[src/rtl/cpu_ctrl_pkg.sv]
// Shared encodings and constants for the ARM multicycle sequencer.
// States, PC step sizes and default handshake timeout width.
package cpu_ctrl_pkg;

  typedef enum logic [2:0] {
    S_FETCH     = 3'd0,
    S_DECODE    = 3'd1,
    S_EXECUTE   = 3'd2,
    S_MEM       = 3'd3,
    S_WRITEBACK = 3'd4,
    S_FAULT     = 3'd5
  } state_t;

  localparam int PC_STEP        = 4;
  localparam int PC_PIPE_OFFSET = 8;
  localparam int DEF_TIMEOUT_W  = 4;

endpackage

[src/rtl/cpu_control_fsm_if.sv]
// Instruction/data memory handshake bundle of the sequencer.
// master = sequencer side, slave = memory side.
interface cpu_control_fsm_if;

  logic imem_req;
  logic imem_ack;
  logic ir_load;
  logic dmem_req;
  logic dmem_we;
  logic dmem_ack;

  modport master (
    output imem_req, ir_load, dmem_req, dmem_we,
    input  imem_ack, dmem_ack
  );

  modport slave (
    input  imem_req, ir_load, dmem_req, dmem_we,
    output imem_ack, dmem_ack
  );

endinterface

[src/rtl/ctrl_timeout_counter.sv]
// Handshake wait counter; hit flags the last allowed wait cycle
// so the FSM can leave at exactly 2^TIMEOUT_W-1 waits.
module ctrl_timeout_counter #(
  parameter int TIMEOUT_W = 4
) (
  input  logic clk,
  input  logic nreset,
  input  logic clr,
  input  logic en,
  output logic hit
);

  localparam logic [TIMEOUT_W-1:0] LAST =
    TIMEOUT_W'((1 << TIMEOUT_W) - 2);

  logic [TIMEOUT_W-1:0] cnt_q;

  always_ff @(posedge clk or posedge nreset) begin
    if (nreset)
      cnt_q <= '0;
    else if (clr)
      cnt_q <= '0;
    else if (en)
      cnt_q <= cnt_q + TIMEOUT_W'(1);
  end

  assign hit = (cnt_q == LAST);

endmodule

[src/rtl/cpu_control_fsm.sv]
// Multicycle ARM sequencer: PC, memory handshakes, retire count.
// Optional single-step gating of FETCH under CPU_SINGLE_STEP_EN.
module cpu_control_fsm
  import cpu_ctrl_pkg::*;
#(
  parameter int ADDR_W    = 32,
  parameter int OFFS_W    = 24,
  parameter int TIMEOUT_W = DEF_TIMEOUT_W,
  parameter int CNT_W     = 16,
  parameter logic [ADDR_W-1:0] RESET_VECTOR = '0
) (
  input  logic              clk,
  input  logic              nreset,
  cpu_control_fsm_if.master bus,
  input  logic              cond_pass,
  input  logic              is_branch,
  input  logic              is_mem,
  input  logic              is_load,
  input  logic              writes_rd,
  input  logic              set_flags,
  input  logic [OFFS_W-1:0] branch_offset,
  output logic              alu_en,
  output logic              cpsr_we,
  output logic              rf_we,
  output logic [ADDR_W-1:0] pc,
  output logic [2:0]        state,
  output logic              fault,
`ifdef CPU_SINGLE_STEP_EN
  input  logic              step_mode,
  input  logic              step_go,
`endif
  output logic [CNT_W-1:0]  instr_count
);

  state_t            st_q, st_d;
  logic [ADDR_W-1:0] pc_q, pc_d;
  logic [CNT_W-1:0]  cnt_q, cnt_d;
  logic [ADDR_W-1:0] pc_seq, pc_br;
  logic              to_en, to_clr, to_hit;
  logic              fetch_go;

  assign pc_seq = pc_q + ADDR_W'(PC_STEP);
  assign pc_br  = pc_q + ADDR_W'(PC_PIPE_OFFSET)
                + (ADDR_W'(signed'(branch_offset)) << 2);

`ifdef CPU_SINGLE_STEP_EN
  logic armed_q;

  // A go pulse arms one fetch; leaving FETCH disarms.
  always_ff @(posedge clk or posedge nreset) begin
    if (nreset)
      armed_q <= 1'b0;
    else if (st_q != S_FETCH || st_d != S_FETCH)
      armed_q <= 1'b0;
    else if (step_go)
      armed_q <= 1'b1;
  end

  assign fetch_go = ~step_mode | armed_q | step_go;
`else
  assign fetch_go = 1'b1;
`endif

  assign to_en =
    (st_q == S_FETCH && fetch_go && !bus.imem_ack) ||
    (st_q == S_MEM && !bus.dmem_ack);
  assign to_clr = (st_d != st_q);

  ctrl_timeout_counter #(
    .TIMEOUT_W (TIMEOUT_W)
  ) u_timeout (
    .clk    (clk),
    .nreset (nreset),
    .clr    (to_clr),
    .en     (to_en),
    .hit    (to_hit)
  );

  always_comb begin
    st_d         = st_q;
    pc_d         = pc_q;
    cnt_d        = cnt_q;
    bus.imem_req = 1'b0;
    bus.ir_load  = 1'b0;
    bus.dmem_req = 1'b0;
    bus.dmem_we  = 1'b0;
    alu_en       = 1'b0;
    cpsr_we      = 1'b0;
    rf_we        = 1'b0;
    unique case (st_q)
      S_FETCH: begin
        bus.imem_req = fetch_go;
        if (fetch_go && bus.imem_ack) begin
          bus.ir_load = 1'b1;
          st_d        = S_DECODE;
        end else if (fetch_go && to_hit) begin
          st_d = S_FAULT;
        end
      end
      S_DECODE: begin
        if (cond_pass) begin
          st_d = S_EXECUTE;
        end else begin
          pc_d = pc_seq;
          st_d = S_FETCH;
        end
      end
      S_EXECUTE: begin
        alu_en  = 1'b1;
        cpsr_we = set_flags & ~is_branch;
        if (is_branch) begin
          pc_d  = pc_br;
          cnt_d = cnt_q + CNT_W'(1);
          st_d  = S_FETCH;
        end else if (is_mem) begin
          st_d = S_MEM;
        end else if (writes_rd) begin
          st_d = S_WRITEBACK;
        end else begin
          pc_d  = pc_seq;
          cnt_d = cnt_q + CNT_W'(1);
          st_d  = S_FETCH;
        end
      end
      S_MEM: begin
        bus.dmem_req = 1'b1;
        bus.dmem_we  = ~is_load;
        if (bus.dmem_ack) begin
          if (is_load) begin
            st_d = S_WRITEBACK;
          end else begin
            pc_d  = pc_seq;
            cnt_d = cnt_q + CNT_W'(1);
            st_d  = S_FETCH;
          end
        end else if (to_hit) begin
          st_d = S_FAULT;
        end
      end
      S_WRITEBACK: begin
        rf_we = 1'b1;
        pc_d  = pc_seq;
        cnt_d = cnt_q + CNT_W'(1);
        st_d  = S_FETCH;
      end
      S_FAULT: ;
      default: st_d = S_FAULT;
    endcase
  end

  always_ff @(posedge clk or posedge nreset) begin
    if (nreset) begin
      st_q  <= S_FETCH;
      pc_q  <= RESET_VECTOR;
      cnt_q <= '0;
    end else begin
      st_q  <= st_d;
      pc_q  <= pc_d;
      cnt_q <= cnt_d;
    end
  end

  assign pc          = pc_q;
  assign state       = st_q;
  assign fault       = (st_q == S_FAULT);
  assign instr_count = cnt_q;

endmodule

[src/flat_wrapper.sv]
// flat-port wrapper written by rule: the top's interface ports become plain ports
module cpu_control_fsm_flat import cpu_ctrl_pkg::*;
#(
  parameter int ADDR_W    = 32,
  parameter int OFFS_W    = 24,
  parameter int TIMEOUT_W = DEF_TIMEOUT_W,
  parameter int CNT_W     = 16,
  parameter logic [ADDR_W-1:0] RESET_VECTOR = '0
)
  (clk, nreset, cond_pass, is_branch, is_mem, is_load, writes_rd, set_flags, branch_offset, alu_en, cpsr_we, rf_we, pc, state, fault, instr_count, bus_imem_req, bus_ir_load, bus_dmem_req, bus_dmem_we, bus_imem_ack, bus_dmem_ack);
  cpu_control_fsm_if bus_i ();
  input  logic clk;
  input  logic nreset;
  input  logic cond_pass;
  input  logic is_branch;
  input  logic is_mem;
  input  logic is_load;
  input  logic writes_rd;
  input  logic set_flags;
  input  logic [OFFS_W-1:0] branch_offset;
  output logic alu_en;
  output logic cpsr_we;
  output logic rf_we;
  output logic [ADDR_W-1:0] pc;
  output logic [2:0] state;
  output logic fault;
  output logic [CNT_W-1:0] instr_count;
  output wire logic [$bits(bus_i.imem_req)-1:0] bus_imem_req;
  output wire logic [$bits(bus_i.ir_load)-1:0] bus_ir_load;
  output wire logic [$bits(bus_i.dmem_req)-1:0] bus_dmem_req;
  output wire logic [$bits(bus_i.dmem_we)-1:0] bus_dmem_we;
  input wire logic [$bits(bus_i.imem_ack)-1:0] bus_imem_ack;
  input wire logic [$bits(bus_i.dmem_ack)-1:0] bus_dmem_ack;
  assign bus_imem_req = bus_i.imem_req;
  assign bus_ir_load = bus_i.ir_load;
  assign bus_dmem_req = bus_i.dmem_req;
  assign bus_dmem_we = bus_i.dmem_we;
  assign bus_i.imem_ack = bus_imem_ack;
  assign bus_i.dmem_ack = bus_dmem_ack;
  cpu_control_fsm #(.ADDR_W(ADDR_W), .OFFS_W(OFFS_W), .TIMEOUT_W(TIMEOUT_W), .CNT_W(CNT_W), .RESET_VECTOR(RESET_VECTOR)) u_core (.clk(clk), .nreset(nreset), .bus(bus_i), .cond_pass(cond_pass), .is_branch(is_branch), .is_mem(is_mem), .is_load(is_load), .writes_rd(writes_rd), .set_flags(set_flags), .branch_offset(branch_offset), .alu_en(alu_en), .cpsr_we(cpsr_we), .rf_we(rf_we), .pc(pc), .state(state), .fault(fault), .instr_count(instr_count));
endmodule
[config.mk]
export PLATFORM = sky130hd
export DESIGN_NAME = cpu_control_fsm_flat
export DESIGN_NICKNAME = d
export VERILOG_FILES = /design/src/rtl/cpu_ctrl_pkg.sv /design/src/rtl/cpu_control_fsm_if.sv /design/src/rtl/ctrl_timeout_counter.sv /design/src/rtl/cpu_control_fsm.sv /design/src/flat_wrapper.sv
export SDC_FILE = /design/constraint.sdc
export NUM_CORES = 1
export LEC_CHECK = 0
export ABC_AREA = 1
export BUFFER_PORTS_ARGS = -buffer_cell sky130_fd_sc_hd__clkbuf_2
export CAP_MARGIN = 20
export CORE_AREA = 4 4 113 115
export CTS_CLUSTER_SIZE = 40
export DETAILED_ROUTE_END_ITERATION = 7
export DIE_AREA = 0 0 117 119
export PLACE_DENSITY = 0.81
export SLEW_MARGIN = 5
export SYNTH_ARGS = -nofsm -noshare
export SYNTH_HDL_FRONTEND = slang
export SYNTH_SLANG_ARGS = --single-unit
[constraint.sdc]
create_clock -name clk -period 2.4 [get_ports clk]
set_input_delay 0.24 -clock clk [delete_from_list [all_inputs] [get_ports clk]]
set_output_delay 0.24 -clock clk [all_outputs]
set_load 0.01 [all_outputs]
==> run summary, run 1 <==
GLOBAL ROUTE
--------------------------------------------------------------------------------------------------------
Initial antenna violation count                                                                        0
Maximum number of pins on one net before global-route repair                                          35
Via count of the first global-routing pass                                                          6253
Congestion Overflow GR                                                                                 0
Overall global routing resource usage                                                              27.8%
First-pass GRT wire length                                                                       30.9 mm

FLOORPLAN
--------------------------------------------------------------------------------------------------------
Number of I/O pins                                                                                    93
Die area                                                                                       13900 um2
Std cell rows                                                                                         40
Initial Utilization                                                                                51.9%
Die Width                                                                                         117 um
Die Ht                                                                                            119 um
Placeable core region                                                                          11800 um2

ROUTE
--------------------------------------------------------------------------------------------------------
Drt via density                                                                                     5.43
Number of DRC violations after detailed-routing iteration 0                                          804
Sum of routed wire length over all layers                                                        19.6 mm
Number of antenna-violating nets in the routed design                                                  0
Routed WL per cell                                                                               15.0 um
DR vias                                                                                             7075
Initial DRT Pass Iterations                                                                            6
DRC errors left                                                                                        0

SYNTHESIS
--------------------------------------------------------------------------------------------------------
Share of the yosys chip area belonging to registers                                                21.6%
Avg Cell Area, Syn                                                                              6.01 um2
Post-synthesis register bit count                                                                     53
Cell area after synthesis                                                                       6130 um2
Unique masters post-synth                                                                             42
Cell count after synthesis                                                                          1020
Warnings from Yosys                                                                                    0

SETUP PATH
--------------------------------------------------------------------------------------------------------
Type of destination of the critical path                                                            flop
Worst setup slack for register-to-register paths                                                   90 ps
CP top delay family                                                                          adder cells
Worst Path Max Fanout                                                                                  3
Series of cell instances along the critical path                                            inv_1 > ha_1 > inv_1 > ha_2 > fa_2 > buf_4 > nand3_1 > nand3_2 > nand2_1 > nand3_1 > nand2_1 > nand3_1 > a21oi_1
Required time worst endpoint                                                                     2630 ps
Delay contributed by the slowest stage of the critical path                                       370 ps
CP bufs+invs                                                                                           3
Worst setup path class                                                                           reg2reg
Worst path arrival time                                                                          2540 ps
Worst Setup Start Kind                                                                              flop
Beginning of the worst register-to-register path                                            u_core.pc[3]$_DFFE_PP0P_
Slowest library cell on the worst path                                                      sky130_fd_sc_hd__fa_2
Critical path origin                                                                        u_core.pc[3]$_DFFE_PP0P_
Most used cell, CP                                                                          sky130_fd_sc_hd__nand3_1

CLOCK TREE
--------------------------------------------------------------------------------------------------------
Maximum buffer depth of the clock tree                                                                 2
Worst-Skew Late Latency                                                                           310 ps
Number of clock buffers inserted by TritonCTS                                                          5
H-Tree Depth                                                                                           2
Clock tree from TritonCTS                                                                          built
Clock sink total                                                                                      53
Library cell used as clock root buffer                                                      sky130_fd_sc_hd__clkbuf_16
Post-CTS clock slew at the launch and capture registers of the worst setup and hold paths          80 ps

PLACED DESIGN
--------------------------------------------------------------------------------------------------------
GP Congestion                                                                                       1.01
Placed wire-length estimate after detailed placement                                             15.8 mm
Input/output buffers                                                                                  90

FINISH
--------------------------------------------------------------------------------------------------------
Diodes inserted                                                                                        0
Filler Cells Inserted                                                                               1144
Post-layout nets                                                                                    1252
Area Overhead vs Synth                                                                             21.0%
Share of cells above drive strength 1                                                              18.4%

JOB
--------------------------------------------------------------------------------------------------------
Maxcap violations                                                                                      0

STA
--------------------------------------------------------------------------------------------------------
Setup TNS Final                                                                                     0 ps
Hold violation count in the final report                                                              26
Setup repair after global routing missed its margin                                                 true
Post-route clock skew                                                                            10.8 ps
Min cycle time layout                                                                            2310 ps
Final Slew Violations                                                                                  0
Transition at the pin with the smallest max-transition slack                                      613 ps
Worst Hold Margin                                                                               -17.3 ps
Remaining max-slew budget at the tightest pin                                                      58.8%
Final period utilization                                                                           96.2%
Final setup violation count                                                                            0
Highest achievable clock rate                                                                    433 MHz

POWER AND IR DROP
--------------------------------------------------------------------------------------------------------
Design Power                                                                                     8.62 mW
Leak                                                                                             4.10 nW
Worst vdd rail ir drop                                                                          0.671 mV
Ratio of total power to cell area                                                            1160 nW/um2

OUTCOME
--------------------------------------------------------------------------------------------------------
Status                                                                                      complete, but fails checks
Violations in the final reports                                                              hold timing

MIN PATH
--------------------------------------------------------------------------------------------------------
HP Class                                                                                        in2async

==> metrics by stage <==
stage                     std cells  hold WS [ps]  setup slack, ps  instance area [um2]  util [%]
after detailed placement       1293           338            -30.6                 7060      59.8
after global routing           1304          35.1            -19.3                 7420      62.8
final                          1304         -17.3             92.1                 7420      62.8
after CTS                      1301          15.5             11.3                 7210      61.1
after floorplan                1021           425             19.4                 6140         -
after global placement         1293           333             37.7                 7060      59.8
==> worst paths after layout <==
check,cells past startpoint,endpoint
worst max-delay path,13,u_core.pc[29]$_DFFE_PP0P_
worst min-delay path,2,u_core.instr_count[11]$_DFFE_PP0P_
worst max register to register,13,u_core.pc[29]$_DFFE_PP0P_
worst min register to register,1,u_core.instr_count[6]$_DFFE_PP0P_
max in group asynchronous,3,u_core.pc[13]$_DFFE_PP0P_
min in group clk,3,u_core.state[0]$_DFF_PP0_
==> cell usage after synthesis (all sizes together) <==
master / n / area, um2
o21a: 2 / 15.0
or2: 1 / 6.26
inv: 162 / 608
o211ai: 6 / 45.0
a21o: 3 / 22.5
xnor2: 7 / 61.3
nor3: 24 / 130
and3: 1 / 6.26
o21ai: 38 / 190
o31ai: 1 / 7.51
ha: 61 / 763
xor2: 15 / 131
o21bai: 1 / 7.51
buf: 11 / 80.1
o22ai: 2 / 12.5
and2: 2 / 12.5
a31oi: 2 / 12.5
nor4: 4 / 25.0
nor2: 110 / 433
nand2: 353 / 1340
o221ai: 1 / 8.76
nand4: 22 / 138
nand3: 93 / 498
a21oi: 38 / 205
fa: 1 / 20.0
dfrtp: 53 / 1330
clkbuf: 3 / 11.3
conb: 1 / 3.75
nand3b: 2 / 15.0
==> final cells by class <==
type | count | area [um2] | area share (%)
flip-flops and latches | 53 | 1330 | 17.9
repair buffers | 142 | 853 | 11.5
multi-input cells | 792 | 4300 | 57.9
inverters | 162 | 608 | 8.20
well taps | 147 | 184 | 2.48
clock inverters | 3 | 25.0 | 0.337
clock buffers | 5 | 125 | 1.69
==> registers in the layout (all words and copies together), names as in the netlist <==
| register | flops |
|---|---|
| u_core.u_timeout.cnt_q | 4 |
| u_core.instr_count | 16 |
| u_core.state | 3 |
| u_core.pc | 30 |
==> cells in the final DEF (no fill, tap or decap), drive strengths merged, types with 38 or more instances in the layout <==
cell type  count
buf           52
o21ai         38
nand2        353
inv          164
clkbuf        95
nor2         110
a21oi         38
ha            61
dfrtp         53
nand3         93
==> where the power goes <==
part	internal [mW]	leakage [nW]	total [mW]	switching, mW
Combinational	2.27	3.35	6.31	4.04
Clock	0.396	0.0708	0.787	0.390
Sequential	1.23	0.673	1.53	0.303
Total	3.89	4.10	8.62	4.73
==> logic make-up after synthesis <==
kind of cell | after synthesis | synth area share [%]
AOI/OAI and AO/OA | 94 | 8.59
xor gates and xnor gates | 22 | 3.14
adders and majority gates | 62 | 12.8
buffers and inverters | 176 | 11.4
DFF | 53 | 21.6
other | 1 | 0.0611
and+or+nand+nor | 612 | 42.4
==> repair_timing <==
item	in CTS	in global routing
pin swaps	0	4
hold buffers	0	0
endpoints found under the setup margin	2	20
setup buffers	0	3
gates resized for setup	1	40
cloned	0	0
==> per-layer routing <==
metal	part of all wire, %	global-route usage, %
met1	44	39.9
met2	44	43.4
met3	7.6	3.15
met4	3.5	9.03
met5	0	0
No activity file was read; power rests on OpenSTA's default activity.
==> inputs of run 2 (changes only) <==
- BUFFER_PORTS_ARGS: -buffer_cell sky130_fd_sc_hd__clkbuf_2 -> not set
- CORE_AREA: 4 4 113 115 -> 4 4 103 105
- DIE_AREA: 0 0 117 119 -> 0 0 107 109
- DONT_BUFFER_PORTS: not set -> 1
- PLACE_DENSITY: 0.81 -> 0.83
- clock period: 2.4 -> 2.2 ns (I/O delays scaled with it)
==> run 2 against run 1 <==
The run ends with setup timing left. Global-route usage grew 6.2 points. First-iteration DRC count up 19%. Count of clock-buffer cells in the layout increased by 1. Largest cell class unchanged.
==> run summary, run 2 (synthesis gave the netlist of run 1 again) <==
STA
--------------------------------------------------------------------------------------------------------
Final setup violation count                                                                           12   was 0
Remaining max-slew budget at the tightest pin                                                      60.6%   was 58.8%
Final worst slack                                                                                -103 ps   was 92.1 ps
Min cycle time layout                                                                            2300 ps   was 2310 ps
Post-route clock skew                                                                            28.8 ps   was 10.8 ps
Setup TNS Final                                                                                  -564 ps   was 0 ps
Setup repair after global routing missed its margin                                                 true   unchanged
Final Slew Violations                                                                                  0   unchanged
Hold violation count in the final report                                                               0   was 26
Transition at the pin with the smallest max-transition slack                                      591 ps   was 613 ps
Highest achievable clock rate                                                                    434 MHz   was 433 MHz
Final period utilization                                                                            105%   was 96.2%

CLOCK TREE
--------------------------------------------------------------------------------------------------------
Worst-Skew Late Latency                                                                           340 ps   was 310 ps
H-Tree Depth                                                                                           2   unchanged
Post-CTS clock slew at the launch and capture registers of the worst setup and hold paths         120 ps   was 80 ps
Number of clock buffers inserted by TritonCTS                                                          5   unchanged
Clock sink total                                                                                      53   unchanged
Clock tree from TritonCTS                                                                          built   unchanged
Maximum buffer depth of the clock tree                                                                 2   unchanged
Library cell used as clock root buffer                                                      sky130_fd_sc_hd__clkbuf_8   was sky130_fd_sc_hd__clkbuf_16

FINISH
--------------------------------------------------------------------------------------------------------
Area Overhead vs Synth                                                                             28.4%   was 21.0%
Diodes inserted                                                                                        0   unchanged
Cell Count, Final, Fillers Out                                                                      1236   was 1304
Share of cells above drive strength 1                                                              22.8%   was 18.4%
Largest register FFs                                                                                  30   unchanged
Commonest non-fill, non-tap cells in the layout                                             sky130_fd_sc_hd__nand2_1, sky130_fd_sc_hd__inv_1, sky130_fd_sc_hd__nor2_1, sky130_fd_sc_hd__buf_4, sky130_fd_sc_hd__nand3_1   was sky130_fd_sc_hd__nand2_1, sky130_fd_sc_hd__inv_1, sky130_fd_sc_hd__nor2_1, sky130_fd_sc_hd__clkbuf_2, sky130_fd_sc_hd__nand3_1
Most common library cell in the layout ignoring fill and taps                               sky130_fd_sc_hd__nand2_1   unchanged
Filler Cells Inserted                                                                                679   was 1144
Post-layout nets                                                                                    1198   was 1252

ROUTE
--------------------------------------------------------------------------------------------------------
DRC errors left                                                                                        0   unchanged
Initial DRT Pass Iterations                                                                            7   was 6
Drt via density                                                                                     6.04   was 5.43
DR vias                                                                                             7470   was 7075
Number of DRC violations after detailed-routing iteration 0                                          960   was 804
Sum of routed wire length over all layers                                                        23.2 mm   was 19.6 mm
Routed WL per cell                                                                               18.8 um   was 15.0 um
Number of antenna-violating nets in the routed design                                                  0   unchanged

SETUP PATH
--------------------------------------------------------------------------------------------------------
Required time worst endpoint                                                                     2410 ps   was 2630 ps
Delay contributed by the slowest stage of the critical path                                       420 ps   was 370 ps
Type of destination of the critical path                                                            flop   unchanged
Worst Setup Start Kind                                                                              flop   unchanged
Worst setup slack for register-to-register paths                                                 -100 ps   was 90 ps
Most used cell, CP                                                                          sky130_fd_sc_hd__nand2_1   was sky130_fd_sc_hd__nand3_1
Worst Path Max Fanout                                                                                  4   was 3
Slowest library cell on the worst path                                                      sky130_fd_sc_hd__dfrtp_1   was sky130_fd_sc_hd__fa_2
Series of cell instances along the critical path                                            ha_1 > ha_4 > nand2_2 > inv_1 > nand2_1 > nand2_1 > nand2_1 > nand3_4 > nand2_1 > nand3_1 > nand2_1 > nand3_1 > nand2_1 > nand2_1   was inv_1 > ha_1 > inv_1 > ha_2 > fa_2 > buf_4 > nand3_1 > nand3_2 > nand2_1 > nand3_1 > nand2_1 > nand3_1 > a21oi_1
Worst path arrival time                                                                          2510 ps   was 2540 ps
Worst setup path class                                                                           reg2reg   unchanged

FLOORPLAN
--------------------------------------------------------------------------------------------------------
Die Width                                                                                         107 um   was 117 um
Number of I/O pins                                                                                    93   unchanged
Initial Utilization                                                                                63.6%   was 51.9%
Std cell rows                                                                                         36   was 40
Die area                                                                                       11700 um2   was 13900 um2
Placeable core region                                                                           9640 um2   was 11800 um2
Die Ht                                                                                            109 um   was 119 um

POWER AND IR DROP
--------------------------------------------------------------------------------------------------------
Worst vdd rail ir drop                                                                           1.13 mV   was 0.671 mV
Leak                                                                                             3.88 nW   was 4.10 nW
Ratio of total power to cell area                                                            1380 nW/um2   was 1160 nW/um2

MIN PATH
--------------------------------------------------------------------------------------------------------
HP Class                                                                                          in2reg   was in2async

GLOBAL ROUTE
--------------------------------------------------------------------------------------------------------
Via count of the first global-routing pass                                                          6598   was 6253
Congestion Overflow GR                                                                                 0   unchanged
Overall global routing resource usage                                                              34.0%   was 27.8%
First-pass GRT wire length                                                                       31.6 mm   was 30.9 mm
Maximum number of pins on one net before global-route repair                                          35   unchanged
Initial antenna violation count                                                                        0   unchanged

OUTCOME
--------------------------------------------------------------------------------------------------------
Violations in the final reports                                                             setup timing   was hold timing
Status                                                                                      complete, but fails checks   unchanged

JOB
--------------------------------------------------------------------------------------------------------
Maxcap violations                                                                                      0   unchanged

PLACED DESIGN
--------------------------------------------------------------------------------------------------------
# placed instances                                                                                  1219   was 1293
GP Congestion                                                                                       1.00   was 1.01
Placed wire-length estimate after detailed placement                                             15.5 mm   was 15.8 mm
Input/output buffers                                                                                   0   was 90

-- run 2: cell count changes in the layout (fill, tap and decap cells not counted), sizes merged --
cell	change
clkbuf	-89
bufinv	+1
inv	-2
dlygate4sd3	+1
clkinvlp	-1
buf	+35
clkinv	+1
-- run 2: worst paths after layout --
path | startpoint | end | depth (start not counted)
min in group asynchronous | nreset | u_core.instr_count[14]$_DFFE_PP0P_ | 2
max | u_core.pc[6]$_DFFE_PP0P_ | u_core.pc[28]$_DFFE_PP0P_ | 14
min | bus_imem_ack | u_core.state[0]$_DFF_PP0_ | 2
max reg2reg | u_core.pc[6]$_DFFE_PP0P_ | u_core.pc[28]$_DFFE_PP0P_ | 14
max in group asynchronous | nreset | u_core.pc[22]$_DFFE_PP0P_ | 3
min reg2reg | u_core.u_timeout.cnt_q[0]$_DFFE_PP0P_ | u_core.u_timeout.cnt_q[0]$_DFFE_PP0P_ | 2
-- run 2: layer usage --
layer	global-route usage (%)	up-vias	share of wire, %
li1	-	3415	-
met1	42.4	3336	37
met2	57.2	532	44
met3	6.63	187	11
met4	15.3	0	8.3
met5	0	-	0
-- run 2: per-stage QoR --
step / total power, mW / instance area (um2) / util [%] / setup slack, ps / hold slack (ps)
after floorplan: 6.01 / 6160 / - / 5.72 / 405
final: 10.8 / 7880 / 81.7 / -103 / 106
after global routing: 11.5 / 7880 / 81.7 / -150 / 107
after detailed placement: 8.20 / 6840 / 70.9 / -73.0 / 206
after global placement: 8.09 / 6840 / 70.9 / -60.2 / 205
after CTS: 9.36 / 7240 / 75.1 / -2.33 / 101
-- run 2: area by class of cell --
cell class	instances	area, um2	area share [%]
Sequential cell	53	1330	16.9
Timing Repair Buffer	88	683	8.67
Clock buffer	6	72.6	0.921
Clock inverter	2	38.8	0.492
Inverter	162	611	7.75
Multi-Input combinational cell	792	4980	63.2
Tap cell	133	166	2.11
-- run 2: worst max-delay path: cells and delay by family (launching register included) --
| family | cells | cell delay [ps] |
|---|---|---|
| adder cells (fa/ha/maj) | 2 | 610 |
| buffers and inverters | 1 | 80 |
| flip-flops | 1 | 420 |
| AND/OR/NAND/NOR | 11 | 1070 |
-- run 2: repair_timing --
action | in CTS | in global routing
gates resized for setup | 46 | 98
pin swaps | 14 | 20
setup endpoints to repair | 16 | 24
hold endpoints to repair | 26 | 0
buffers inserted | 3 | 5
hold buffers | 1 | 0
-- run 2: where the power goes --
part | switching (mW) | internal [mW] | leakage (nW)
sequential | 0.447 | 1.34 | 0.671
combinational | 5.12 | 3.19 | 3.16
clock | 0.388 | 0.343 | 0.0554
total | 5.96 | 4.87 | 3.88
